File: src/rtl/mem_arbiter.sv
// Shared single-port memory arbiter for instruction fetch and data ports.
// Boots by reading the program start address, then arbitrates with data priority and fetch anti-starvation.
module mem_arbiter #(
  parameter logic [31:0] BASE_ADDR    = 32'h0010_0000,
  parameter int unsigned STARVE_LIMIT = 4
) (
  input  logic        clock,
  input  logic        reset_n,
  input  logic        if_req,
  input  logic [31:0] if_addr,
  output logic        if_ready,
  output logic [31:0] if_rdata,
  input  logic        d_req,
  input  logic        d_we,
  input  logic [31:0] d_addr,
  input  logic [31:0] d_wdata,
  output logic        d_ready,
  output logic [31:0] d_rdata,
  output logic [31:0] mem_addr,
  output logic        mem_we,
  output logic [31:0] mem_wdata,
  input  logic [31:0] mem_rdata,
  output logic [31:0] start_addr,
  output logic        boot_done
);

  localparam int unsigned CW = (STARVE_LIMIT < 1) ? 1 : $clog2(STARVE_LIMIT + 1);
  localparam logic [CW-1:0] LIMIT = CW'(STARVE_LIMIT);

  localparam logic ST_BOOT = 1'b0;
  localparam logic ST_RUN  = 1'b1;

  logic          r_state;
  logic [CW-1:0] r_starve_cnt;
  logic          r_if_ready;
  logic          r_d_ready;
  logic [31:0]   r_if_rdata;
  logic [31:0]   r_d_rdata;
  logic [31:0]   r_start_addr;
  logic          r_boot_done;

  logic w_run;
  logic w_starved;
  logic w_d_gnt;
  logic w_if_gnt;

  assign w_run     = (r_state == ST_RUN);
  assign w_starved = (r_starve_cnt == LIMIT);
  // Data wins contention unless fetch has been denied STARVE_LIMIT cycles in a row.
  assign w_d_gnt   = w_run & d_req & ~(if_req & w_starved);
  assign w_if_gnt  = w_run & if_req & ~w_d_gnt;

  always_comb begin
    mem_addr = if_addr;
    if (!w_run)
      mem_addr = BASE_ADDR;
    else if (w_d_gnt)
      mem_addr = d_addr;
  end

  assign mem_we    = w_d_gnt & d_we;
  assign mem_wdata = d_wdata;

  always_ff @(posedge clock or negedge reset_n) begin
    if (!reset_n) begin
      r_state      <= ST_BOOT;
      r_starve_cnt <= '0;
      r_if_ready   <= 1'b0;
      r_d_ready    <= 1'b0;
      r_if_rdata   <= '0;
      r_d_rdata    <= '0;
      r_start_addr <= '0;
      r_boot_done  <= 1'b0;
    end else begin
      r_if_ready <= w_if_gnt;
      r_d_ready  <= w_d_gnt;
      if (r_state == ST_BOOT) begin
        r_start_addr <= mem_rdata;
        r_boot_done  <= 1'b1;
        r_state      <= ST_RUN;
      end
      if (w_if_gnt)
        r_if_rdata <= mem_rdata;
      if (w_d_gnt && !d_we)
        r_d_rdata <= mem_rdata;
      if (!w_run || !if_req || w_if_gnt)
        r_starve_cnt <= '0;
      else if (!w_starved)
        r_starve_cnt <= r_starve_cnt + 1'b1;
    end
  end

  assign if_ready   = r_if_ready;
  assign d_ready    = r_d_ready;
  assign if_rdata   = r_if_rdata;
  assign d_rdata    = r_d_rdata;
  assign start_addr = r_start_addr;
  assign boot_done  = r_boot_done;

endmodule
File: config.mk
export PLATFORM = sky130hd
export DESIGN_NAME = mem_arbiter
export DESIGN_NICKNAME = d
export VERILOG_FILES = /design/src/rtl/mem_arbiter.sv
export SDC_FILE = /design/constraint.sdc
export NUM_CORES = 1
export LEC_CHECK = 0
export ABC_AREA = 1
export CAP_MARGIN = 10
export CORE_AREA = 2 2 116 118
export CTS_CLUSTER_SIZE = 14
export DETAILED_ROUTE_END_ITERATION = 10
export DIE_AREA = 0 0 118 120
export GPL_TIMING_DRIVEN = 0
export MAX_ROUTING_LAYER = met4
export PLACE_DENSITY = 0.8
export SYNTH_ARGS = -nofsm -noshare
export SYNTH_HDL_FRONTEND = slang
export SYNTH_SLANG_ARGS = --single-unit
export TNS_END_PERCENT = 5
File: constraint.sdc
create_clock -name clock -period 2.48 [get_ports clock]
set_input_delay 0.248 -clock clock [delete_from_list [all_inputs] [get_ports clock]]
set_output_delay 0.248 -clock clock [all_outputs]
set_load 0.05 [all_outputs]
==> key figures, run 1 <==
Placement
  • Detail Placement HPWL: 11.5 mm
  • Post-place setup slack: -0.301 ns
  • Final GP Congestion: 0.850
  • Input/output buffers: 264

Timing
  • Fin. Hold Viols: 0
  • Final period util: 93.3%
  • Achievable frequency: 432 MHz
  • Worst-Margin Slew: 0.612 ns
  • Tmin final: 2.31 ns
  • Relative slew slack: 59.0%
  • Final setup fails: 0
  • Fin worst setup slack: 0.166 ns
  • Max Clock Skew: 0.00550 ns
  • Max-slew violations: 0
  • RSZ-0062 raised after global routing: false

Setup path
  • R2r endpoint: if_rdata[3]$_DFFE_PN0P_
  • CP Class: flip-flop to output pin
  • CP cell instances: inv_1 > ha_1 > nand3_4 > nand2_2 > buf_6 > buf_4 > nand3_1 > nand2_1 > clkbuf_4
  • Worst setup startpoint: r_starve_cnt[0]$_DFFE_PN0P_
  • RR Startpoint: r_starve_cnt[0]$_DFFE_PN0P_
  • Type of origin of the critical path: flip-flop
  • Critical Path RT: 2.23 ns
  • Critical-path top delay cell: dfrtp_1
  • CP max FO: 10
  • Slowest cell delay on critical path: 0.40 ns
  • Crit. End Element: output pin
  • R2r setup slk: 0.94 ns
  • Cell depth of the worst flop-to-flop path: 8
  • Critical Path AT: 2.07 ns

Floorplanning
  • Total I/O pin count: 297
  • Core box area: 13,000 um^2
  • Die height: 120 um
  • Die area: 14,200 um^2
  • FP Rows: 42
  • Initial Util: 36.5%
  • Die X: 118 um

Yosys
  • FF+latch count, synth: 103
  • Syn nets: 650
  • Largest family of logic cells by synthesized area: simple AND/OR/NAND/NOR gates
  • Cell count after synthesis: 515
  • Mapped Area: 4730 um^2
  • Post-synthesis mux area share: 7.61%
  • Yosys Warn Count: 0
  • Mean Syn Cell Area: 9.19 um^2
  • Synth Area in XOR/XNOR: 0.185%
  • Synth Area in Simple Gates: 27.5%
  • Count of cell types in the netlist: 19
  • Synth Area in Compound Gates: 0%
  • Adder-cell share of the synthesized area: 0.529%
  • Register area share after synthesis: 54.4%

Min path
  • Hold Crit Class: primary input to async pin

Global route
  • Vias in the first global route: 4,382
  • Most crowded layer after global routing: met2
  • GRT Total Usage: 21.8%
  • Largest net degree at the start of global routing: 60
  • First-pass GRT wire length: 23.4 mm
  • Grt total ovfl: 0
  • Met1 GRT Util: 29.0%
  • Met3 Use GR: 4.33%
  • Initial antenna violation count: 0
  • GRT met2 Usage: 34.3%

Route
  • First-pass DRT Iterations: 4
  • Routed Antenna Nets: 0
  • Routed WL: 15.1 mm
  • Via/cell ratio: 4.67
  • DRC viols: 0
  • WL/cell: 15.6 um
  • Vias: 4,548
  • Starting DRT DRC Count: 321

CTS
  • CTS root buffer: clkbuf_16
  • Clk slew on worst S/H paths: 0.07 ns
  • Total CTS buffers: 9
  • CTS max path bufs: 2
  • Setup Buffers After CTS: 0
  • CTS tree: built
  • Latest clock arrival within the worst-skew pair: 0.34 ns
  • Clk sinks: 103
  • H-tree levels: 3

Finish
  • Syn-to-layout area delta: 64.4%
  • Share of layout cells above drive strength 1: 17.7%
  • Final core utilization: 60.0%
  • # diodes: 0
  • Fin nets: 927

Power and ir drop
  • Worst IR drop on VDD: 378 uV
  • Pwr Density: 716 nW/um^2
  • Design Power: 5.57 mW
  • Pleak: 3.73 nW

Outcome
  • Status: completed

Run
  • Maxcap violations: 0
where the power goes:
group	total (mW)	switching [mW]	internal, mW
clock network	1.34	0.625	0.713
logic	2.22	1.46	0.760
registers	2.01	0.116	1.90
per-stage QoR:
step,instances,hold slack [ns],setup TNS (ns),area (um^2)
after floorplan,515,-0.0476,0,4730
after global placement,955,0.439,-293.55,7600
after detailed placement,956,0.300,-7.85,7620
after CTS,973,0.467,-0.0476,7790
after global routing,973,0.486,0,7780
final,973,0.457,0,7780
timing repair:
| action | 4_1_cts | 5_1_grt |
|---|---|---|
| setup endpoints to repair | 33 | 32 |
| hold buffers | 1 | 0 |
| pin swaps | 0 | 0 |
| hold endpoints to repair | 44 | 0 |
| gates resized for setup | 153 | 7 |
synthesized netlist by cell type:
master      n  area share [%]
xnor2_1     1            0.19
buf_4      38             6.0
nand3_1    66             7.0
dfrtp_1   103              54
inv_1       6            0.48
clkbuf_1    9            0.71
ha_1        2            0.53
buf_2      13             1.4
conb_1      1           0.079
nor2_1      4            0.32
nand3_2     1            0.21
clkinv_1    1           0.079
mux2_2     32             7.6
buf_6       2            0.48
nand2_2     2            0.26
nand2_1   195              15
nand4_1    32             4.2
inv_2       2            0.16
buf_1       5            0.40
metal layers:
metal / part of all wire, % / up-vias
met5: 0 / -
met3: 5.7 / 14
li1: - / 2218
met4: 1.3 / 0
met2: 48 / 174
met1: 45 / 2142
sequential cells by signal, indices dropped and copies added (netlist names):
register,flops
r_starve_cnt,3
start_addr,32
d_rdata,32
r_state,1
if_ready,1
if_rdata,32
boot_done,1
d_ready,1
worst max path at each step:
stage / endpoint / depth (start not counted)
after CTS: mem_addr[0] / 8
after detailed placement: mem_addr[4] / 8
final: mem_addr[3] / 9
after global placement: d_rdata[24]$_DFFE_PN0P_ / 1
after global routing: mem_addr[4] / 9
after floorplan: mem_we / 7
logic make-up after synthesis:
| kind of cell | after synthesis |
|---|---|
| other | 1 |
| flip-flops | 103 |
| buffers and inverters | 76 |
| AND/OR/NAND/NOR | 300 |
| XOR/XNOR | 1 |
| multiplexers | 32 |
| adder cells (fa/ha/maj) | 2 |
final cells by class:
cell class	instances	area [um^2]
multi-input combinational	336	1710
tap	176	220
buffer	67	425
timing repair buffer	266	2540
inverter	9	33.8
clock buffer	10	239
clock inverter	6	45.0
sequential	103	2580
fill	1145	5200
placed cells by master (no fill, tap or decap), drive strengths merged:
cell type,count
clkbuf,22
clkinvlp,2
nand3,67
nand2,197
conb,1
clkdlybuf4s15,3
dlygate4sd3,1
clkdlybuf4s50,230
inv,9
nand4,32
buf,87
dfrtp,103
xnor2,1
ha,2
mux2,32
clkinv,4
nor2,4
critical path: cells and delay by family (launching register included):
kind	cells	cell delay, ns
buffers and inverters	4	0.64
AND/OR/NAND/NOR	4	0.49
flip-flops	1	0.40
adder cells (fa/ha/maj)	1	0.19
Note: power is estimated with default switching activity, not from simulation.
==> run 2, diff against run 1 <==
--- a/config.mk
+++ b/config.mk
@@ -8,12 +8,13 @@
 export ABC_AREA = 1
 export CAP_MARGIN = 10
 export CORE_AREA = 2 2 116 118
-export CTS_CLUSTER_SIZE = 14
 export DETAILED_ROUTE_END_ITERATION = 10
 export DIE_AREA = 0 0 118 120
 export GPL_TIMING_DRIVEN = 0
 export MAX_ROUTING_LAYER = met4
 export PLACE_DENSITY = 0.8
+export RECOVER_POWER = 100
+export SKIP_LAST_GASP = 1
 export SYNTH_ARGS = -nofsm -noshare
 export SYNTH_HDL_FRONTEND = slang
 export SYNTH_SLANG_ARGS = --single-unit
==> run 2 against run 1 <==
Net effect: the run now ends with negative setup slack left; worst hold slack better by 0.0071 ns; largest power group unchanged; sequential share of layout area down 0.49 points; clock power about the same; global-route usage up 0.076 points; maximum frequency down 7.4%.
==> key figures, run 2 (synthesis results as in run 1) <==
Route
  • Vias: 4,583
  • Routed WL: 15.2 mm
  • Starting DRT DRC Count: 316
  • Via/cell ratio: 4.71
  • DRC viols: 0
  • WL/cell: 15.6 um
  • First-pass DRT Iterations: 4
  • Routed Antenna Nets: 0

Timing
  • Max Clock Skew: 0.00590 ns
  • Max-slew violations: 0
  • Tmin final: 2.50 ns
  • Fin worst setup slack: -0.0186 ns
  • Relative slew slack: 25.3%
  • Final period util: 101%
  • Final setup fails: 4
  • RSZ-0062 raised after global routing: true
  • Achievable frequency: 400 MHz
  • Worst-Margin Slew: 1.12 ns
  • Fin. Hold Viols: 0
  • WHS: 0.464 ns

Power and ir drop
  • Share of power burned in registers: 36.4%
  • Logic pwr share: 39.1%
  • Worst IR drop on VDD: 382 uV
  • Pwr Density: 696 nW/um^2
  • Switching share of power: 40.1%
  • Cell Int Power: 3.29 mW
  • Design Power: 5.50 mW
  • Pleak: 3.80 nW
  • Clock power share: 24.5%
  • Sw Pwr: 2.20 mW

Floorplanning
  • Die height: 120 um
  • Total I/O pin count: 297
  • FP Rows: 42
  • Die area: 14,200 um^2
  • Die X: 118 um
  • Core box area: 13,000 um^2
  • Initial Util: 36.5%

Setup path
  • Type of origin of the critical path: flip-flop
  • R2r setup slk: 0.65 ns
  • Critical Path AT: 2.25 ns
  • CP cell instances: inv_1 > ha_1 > nand3_2 > nand2_2 > buf_2 > nand3_1 > nand2_1 > clkdlybuf4s15_1
  • Critical-path top delay cell: clkdlybuf4s15_1
  • Crit path max-delay family: buffers and inverters
  • CP Class: flip-flop to output pin
  • CP max FO: 10
  • Crit path buf inv count: 3
  • Slowest cell delay on critical path: 0.50 ns
  • Crit. End Element: output pin
  • Critical Path RT: 2.23 ns

Outcome
  • Status: complete, but fails checks
  • Failing checks: negative setup slack

Global route
  • Initial antenna violation count: 0
  • Vias in the first global route: 4,393
  • GRT Total Usage: 21.9%
  • First-pass GRT wire length: 23.5 mm
  • Grt total ovfl: 0
  • Largest net degree at the start of global routing: 60

Finish
  • Syn-to-layout area delta: 66.8%
  • Commonest cells after routing, fill and taps aside: nand2_1, dlygate4sd3_1, dfrtp_1, clkdlybuf4s50_1, nand3_1
  • Sequential cell area: 2580 um^2
  • Fin nets: 927
  • # diodes: 0
  • Fillers: 1,123
  • Share of layout cells above drive strength 1: 16.3%
  • Multi-input logic area: 1700 um^2
  • Most common cell after layout, fill and taps aside: nand2_1
  • Final core utilization: 60.9%

Placement
  • Final GP Congestion: 0.850
  • Detail Placement HPWL: 11.5 mm
  • Input/output buffers: 264

Min path
  • Hold Crit Class: flip-flop to flip-flop

Run
  • Maxcap violations: 0

CTS
  • Total CTS buffers: 9
  • CTS tree: built
  • Latest clock arrival within the worst-skew pair: 0.34 ns
  • CTS root buffer: clkbuf_16
  • CTS max path bufs: 2
  • Clk sinks: 103
  • H-tree levels: 3
  • Setup Buffers After CTS: 0
  • Clk slew on worst S/H paths: 0.07 ns
-- run 2: cell count changes in the layout (fill, tap and decap cells not counted), moves of 2 or more --
cell,before,now
clkdlybuf4s50_1,230,99
clkdlybuf4s15_1,0,2
buf_4,39,37
dlygate4sd3_1,1,132
clkdlybuf4s15_2,3,27
buf_2,40,8
clkbuf_1,9,18
-- run 2: area by class of cell --
type | count | share of cell area [%]
timing repair buffer | 266 | 33.8
sequential | 103 | 32.6
multi-input combinational | 336 | 21.5
buffer | 67 | 5.23
clock buffer | 10 | 3.03
tap | 176 | 2.79
clock inverter | 6 | 0.570
inverter | 9 | 0.428
-- run 2: worst register-to-register path, delay by kind of cell (launching register included) --
kind          cells  cell delay (ns)
fa+ha+maj         1             0.20
buf+inv           2             0.52
flops             1             0.37
simple gates      5             0.66
-- run 2: worst paths after layout --
kind	from	to	cells past startpoint
max	r_starve_cnt[0]$_DFFE_PN0P_	mem_addr[31]	8
min	boot_done$_DFFE_PN0N_	boot_done$_DFFE_PN0N_	2
max reg2reg	r_starve_cnt[0]$_DFFE_PN0P_	if_rdata[3]$_DFFE_PN0P_	8
min reg2reg	boot_done$_DFFE_PN0N_	boot_done$_DFFE_PN0N_	2
max in group asynchronous	reset_n	d_rdata[21]$_DFFE_PN0P_	3
min in group asynchronous	reset_n	start_addr[5]$_DFFE_PN0N_	2
-- run 2: metal layers --
metal / routed length (um) / GRT usage (%) / up-vias
met5: 0 / - / -
met4: 184 / 5.80 / 0
met3: 890 / 4.56 / 12
met2: 7280 / 34.4 / 176
met1: 6850 / 28.9 / 2167
li1: - / - / 2228
-- run 2: metrics by stage --
stage / instances / cell area, um^2 / setup TNS [ns] / setup WS (ns)
6_report: 973 / 7900 / -0.0490 / -0.0186
5_1_grt: 973 / 7900 / -6.33 / -0.179
4_1_cts: 973 / 7940 / -0.875 / -0.0740
3_5_place_dp: 956 / 7620 / -7.85 / -0.301
3_3_place_gp: 955 / 7600 / -293.55 / -2.79
2_1_floorplan: 515 / 4730 / 0 / 0.481
-- run 2: timing repair --
item	in CTS	in global routing
hold buffers	1	0
endpoints found under the setup margin	33	33
resized for setup	94	5
hold endpoints to repair	44	0
-- run 2: power by group through the flow --
stage	clock network [mW]	registers [mW]	logic [mW]
global placement	0	2.04	2.25
floorplan	0	2.81	0.591
global route	1.44	2.03	2.25
CTS	1.38	2.01	2.26
finish	1.34	2.00	2.15
detailed placement	0	2.04	2.27
==> run 3, diff against run 2 <==
--- a/config.mk
+++ b/config.mk
@@ -7,12 +7,12 @@
 export LEC_CHECK = 0
 export ABC_AREA = 1
 export CAP_MARGIN = 10
-export CORE_AREA = 2 2 116 118
+export CORE_MARGIN = 2
+export CORE_UTILIZATION = 37
 export DETAILED_ROUTE_END_ITERATION = 10
-export DIE_AREA = 0 0 118 120
 export GPL_TIMING_DRIVEN = 0
 export MAX_ROUTING_LAYER = met4
-export PLACE_DENSITY = 0.8
+export PLACE_DENSITY = 0.81
 export RECOVER_POWER = 100
 export SKIP_LAST_GASP = 1
 export SYNTH_ARGS = -nofsm -noshare
==> constraint.sdc (replaced) <==
create_clock -name clock -period 2.73 [get_ports clock]
set_input_delay 0.273 -clock clock [delete_from_list [all_inputs] [get_ports clock]]
set_output_delay 0.273 -clock clock [all_outputs]
set_load 0.05 [all_outputs]
==> run 3 against run 2 <==
Net effect: the flow finishes with violations (max-capacitance violations, max-slew violations, negative setup slack); first-iteration DRC count down 9.8%; count of clock-buffer cells in the layout unchanged; core utilization up 2.1 points; combinational power down 5%; wire length up 9.3%; sequential cell count unchanged; global-route usage up 2.0 points; setup slack worse by 0.22 ns; cell area up 0.21%; die area down 3.1%.
==> key figures, run 3 (synthesis results as in run 1) <==
Outcome
  • Status: complete, but fails checks
  • Failing checks: max-capacitance violations, max-slew violations, negative setup slack

CTS
  • CTS tree: built
  • Clk sinks: 103
  • Setup Buffers After CTS: 0
  • CTS root buffer: clkbuf_16
  • CTS max path bufs: 2
  • Clk slew on worst S/H paths: 0.07 ns
  • Total CTS buffers: 9
  • H-tree levels: 3
  • Latest clock arrival within the worst-skew pair: 0.35 ns

Finish
  • Syn-to-layout area delta: 67.2%
  • Fillers: 1,038
  • Share of layout cells above drive strength 1: 13.2%
  • # diodes: 0
  • Commonest cells after routing, fill and taps aside: clkdlybuf4s50_1, nand2_1, dfrtp_1, nand3_1, buf_4
  • Most common cell after layout, fill and taps aside: clkdlybuf4s50_1
  • Finished Layout Cells: 969
  • Fin area: 7920 um^2
  • Fin nets: 927

Placement
  • Detail Placement HPWL: 12.5 mm
  • Input/output buffers: 264
  • Post-DP Area: 7620 um^2
  • Final GP Congestion: 0.759
  • Cell count after placement: 952

Route
  • WL/cell: 17.1 um
  • Via/cell ratio: 4.86
  • DRC viols: 0
  • Starting DRT DRC Count: 285
  • Vias: 4,711
  • Routed WL: 16.6 mm
  • First-pass DRT Iterations: 5
  • Routed Antenna Nets: 0

Timing
  • Final period util: 109%
  • RSZ-0062 raised after global routing: true
  • Fin worst setup slack: -0.236 ns
  • Achievable frequency: 337 MHz
  • Final setup fails: 26
  • Relative slew slack: -16.1%
  • Fin. Hold Viols: 0
  • Max Clock Skew: 0.00796 ns
  • Worst-Margin Slew: 1.74 ns
  • Final setup TNS: -5.08 ns
  • Tmin final: 2.97 ns
  • Max-slew violations: 34

Floorplanning
  • Die area: 13,700 um^2
  • FP Rows: 41
  • Core box area: 12,600 um^2
  • Total I/O pin count: 297
  • Initial Util: 37.7%
  • Die X: 117 um
  • Die height: 117 um

Global route
  • Initial antenna violation count: 0
  • Grt total ovfl: 0
  • First-pass GRT wire length: 24.0 mm
  • Vias in the first global route: 4,576
  • Largest net degree at the start of global routing: 72
  • GRT Total Usage: 23.8%

Power and ir drop
  • Pwr Density: 656 nW/um^2
  • Worst IR drop on VDD: 450 uV
  • Design Power: 5.19 mW
  • Pleak: 3.77 nW

Setup path
  • Type of origin of the critical path: flip-flop
  • CP Class: flip-flop to output pin
  • CP max FO: 10
  • Critical Path AT: 2.69 ns
  • R2r setup slk: 1.10 ns
  • Cell depth of the worst flop-to-flop path: 8
  • Critical Path RT: 2.46 ns
  • R2r endpoint: if_rdata[5]$_DFFE_PN0P_
  • Crit. End Element: output pin
  • RR Startpoint: r_starve_cnt[0]$_DFFE_PN0P_

Min path
  • Hold Crit Class: flip-flop to flip-flop
  • Hold Startpoint: boot_done$_DFFE_PN0N_
  • Hold path endpoint: boot_done$_DFFE_PN0N_
  • Hold Crit Depth: 2

Run
  • Maxcap violations: 1
run 3: changes by cell type in the layout (fill, tap and decap cells not counted), moves of 2 or more:
cell | previous run | this run
dlymetal6s2s_1 | 0 | 5
dlygate4sd3_1 | 132 | 33
clkdlybuf4s50_1 | 99 | 224
clkbuf_1 | 18 | 13
clkdlybuf4s15_2 | 27 | 0
clkbuf_2 | 2 | 0
buf_2 | 8 | 12
clkdlybuf4s15_1 | 2 | 0
run 3: critical path, cell delays in order, from the launching register on:
cell	delay, ns
dfrtp_1	0.40
inv_1	0.06
ha_1	0.16
nand3_2	0.20
nand2_2	0.17
buf_6	0.17
buf_4	0.18
nand3_1	0.08
nand2_1	0.08
clkdlybuf4s50_1	0.83
run 3: where the power goes:
part | internal [mW] | switching, mW | total (mW)
sequential | 1.72 | 0.115 | 1.84
clock | 0.718 | 0.581 | 1.30
combinational | 0.708 | 1.35 | 2.05
total | 3.15 | 2.04 | 5.19
run 3: cell type report:
cell class              instances  area, um^2  share of cell area [%]
clock buffers                  10         229                    2.89
inverters                       9        33.8                   0.427
well taps                     172         215                    2.72
multi-input cells             336        1700                    21.5
clock inverters                 6        70.1                   0.885
flip-flops and latches        103        2580                    32.6
plain buffers                  67         424                    5.36
repair buffers                266        2670                    33.7
run 3: per-stage QoR:
| stage | util, % | worst slack (ns) | hold WS, ns |
|---|---|---|---|
| floorplan | - | 0.706 | -0.0226 |
| global placement | 60.4 | -2.40 | 0.442 |
| detailed placement | 60.6 | -0.115 | 0.251 |
| CTS | 63.0 | -0.258 | 0.420 |
| global route | 63.0 | -0.375 | 0.484 |
| finish | 63.0 | -0.236 | 0.464 |
run 3: worst max-delay path by stage:
stage,start,end,slack (ns),cells after the start
after detailed placement,if_req,mem_addr[21],-0.11,8
after floorplan,r_starve_cnt[0]$_DFFE_PN0P_,mem_we,0.71,7
final,r_starve_cnt[0]$_DFFE_PN0P_,mem_addr[11],-0.24,9
after global placement,reset_n,if_rdata[25]$_DFFE_PN0P_,-2.40,1
after CTS,r_starve_cnt[0]$_DFFE_PN0P_,mem_addr[0],-0.26,8
after global routing,r_starve_cnt[0]$_DFFE_PN0P_,mem_addr[17],-0.38,9
run 3: repair_timing:
item | CTS | global route
endpoints found under the setup margin | 33 | 33
gates resized for setup | 2 | 5
hold endpoints to repair | 32 | 0
hold buffers | 1 | 0
run 3: routing by layer:
layer	wire, um	track usage, %	up-vias
met2	8350	38.5	204
met1	6900	30.6	2276
met4	148	4.31	0
li1	-	-	2214
met5	0	-	-
met3	1210	6.59	17
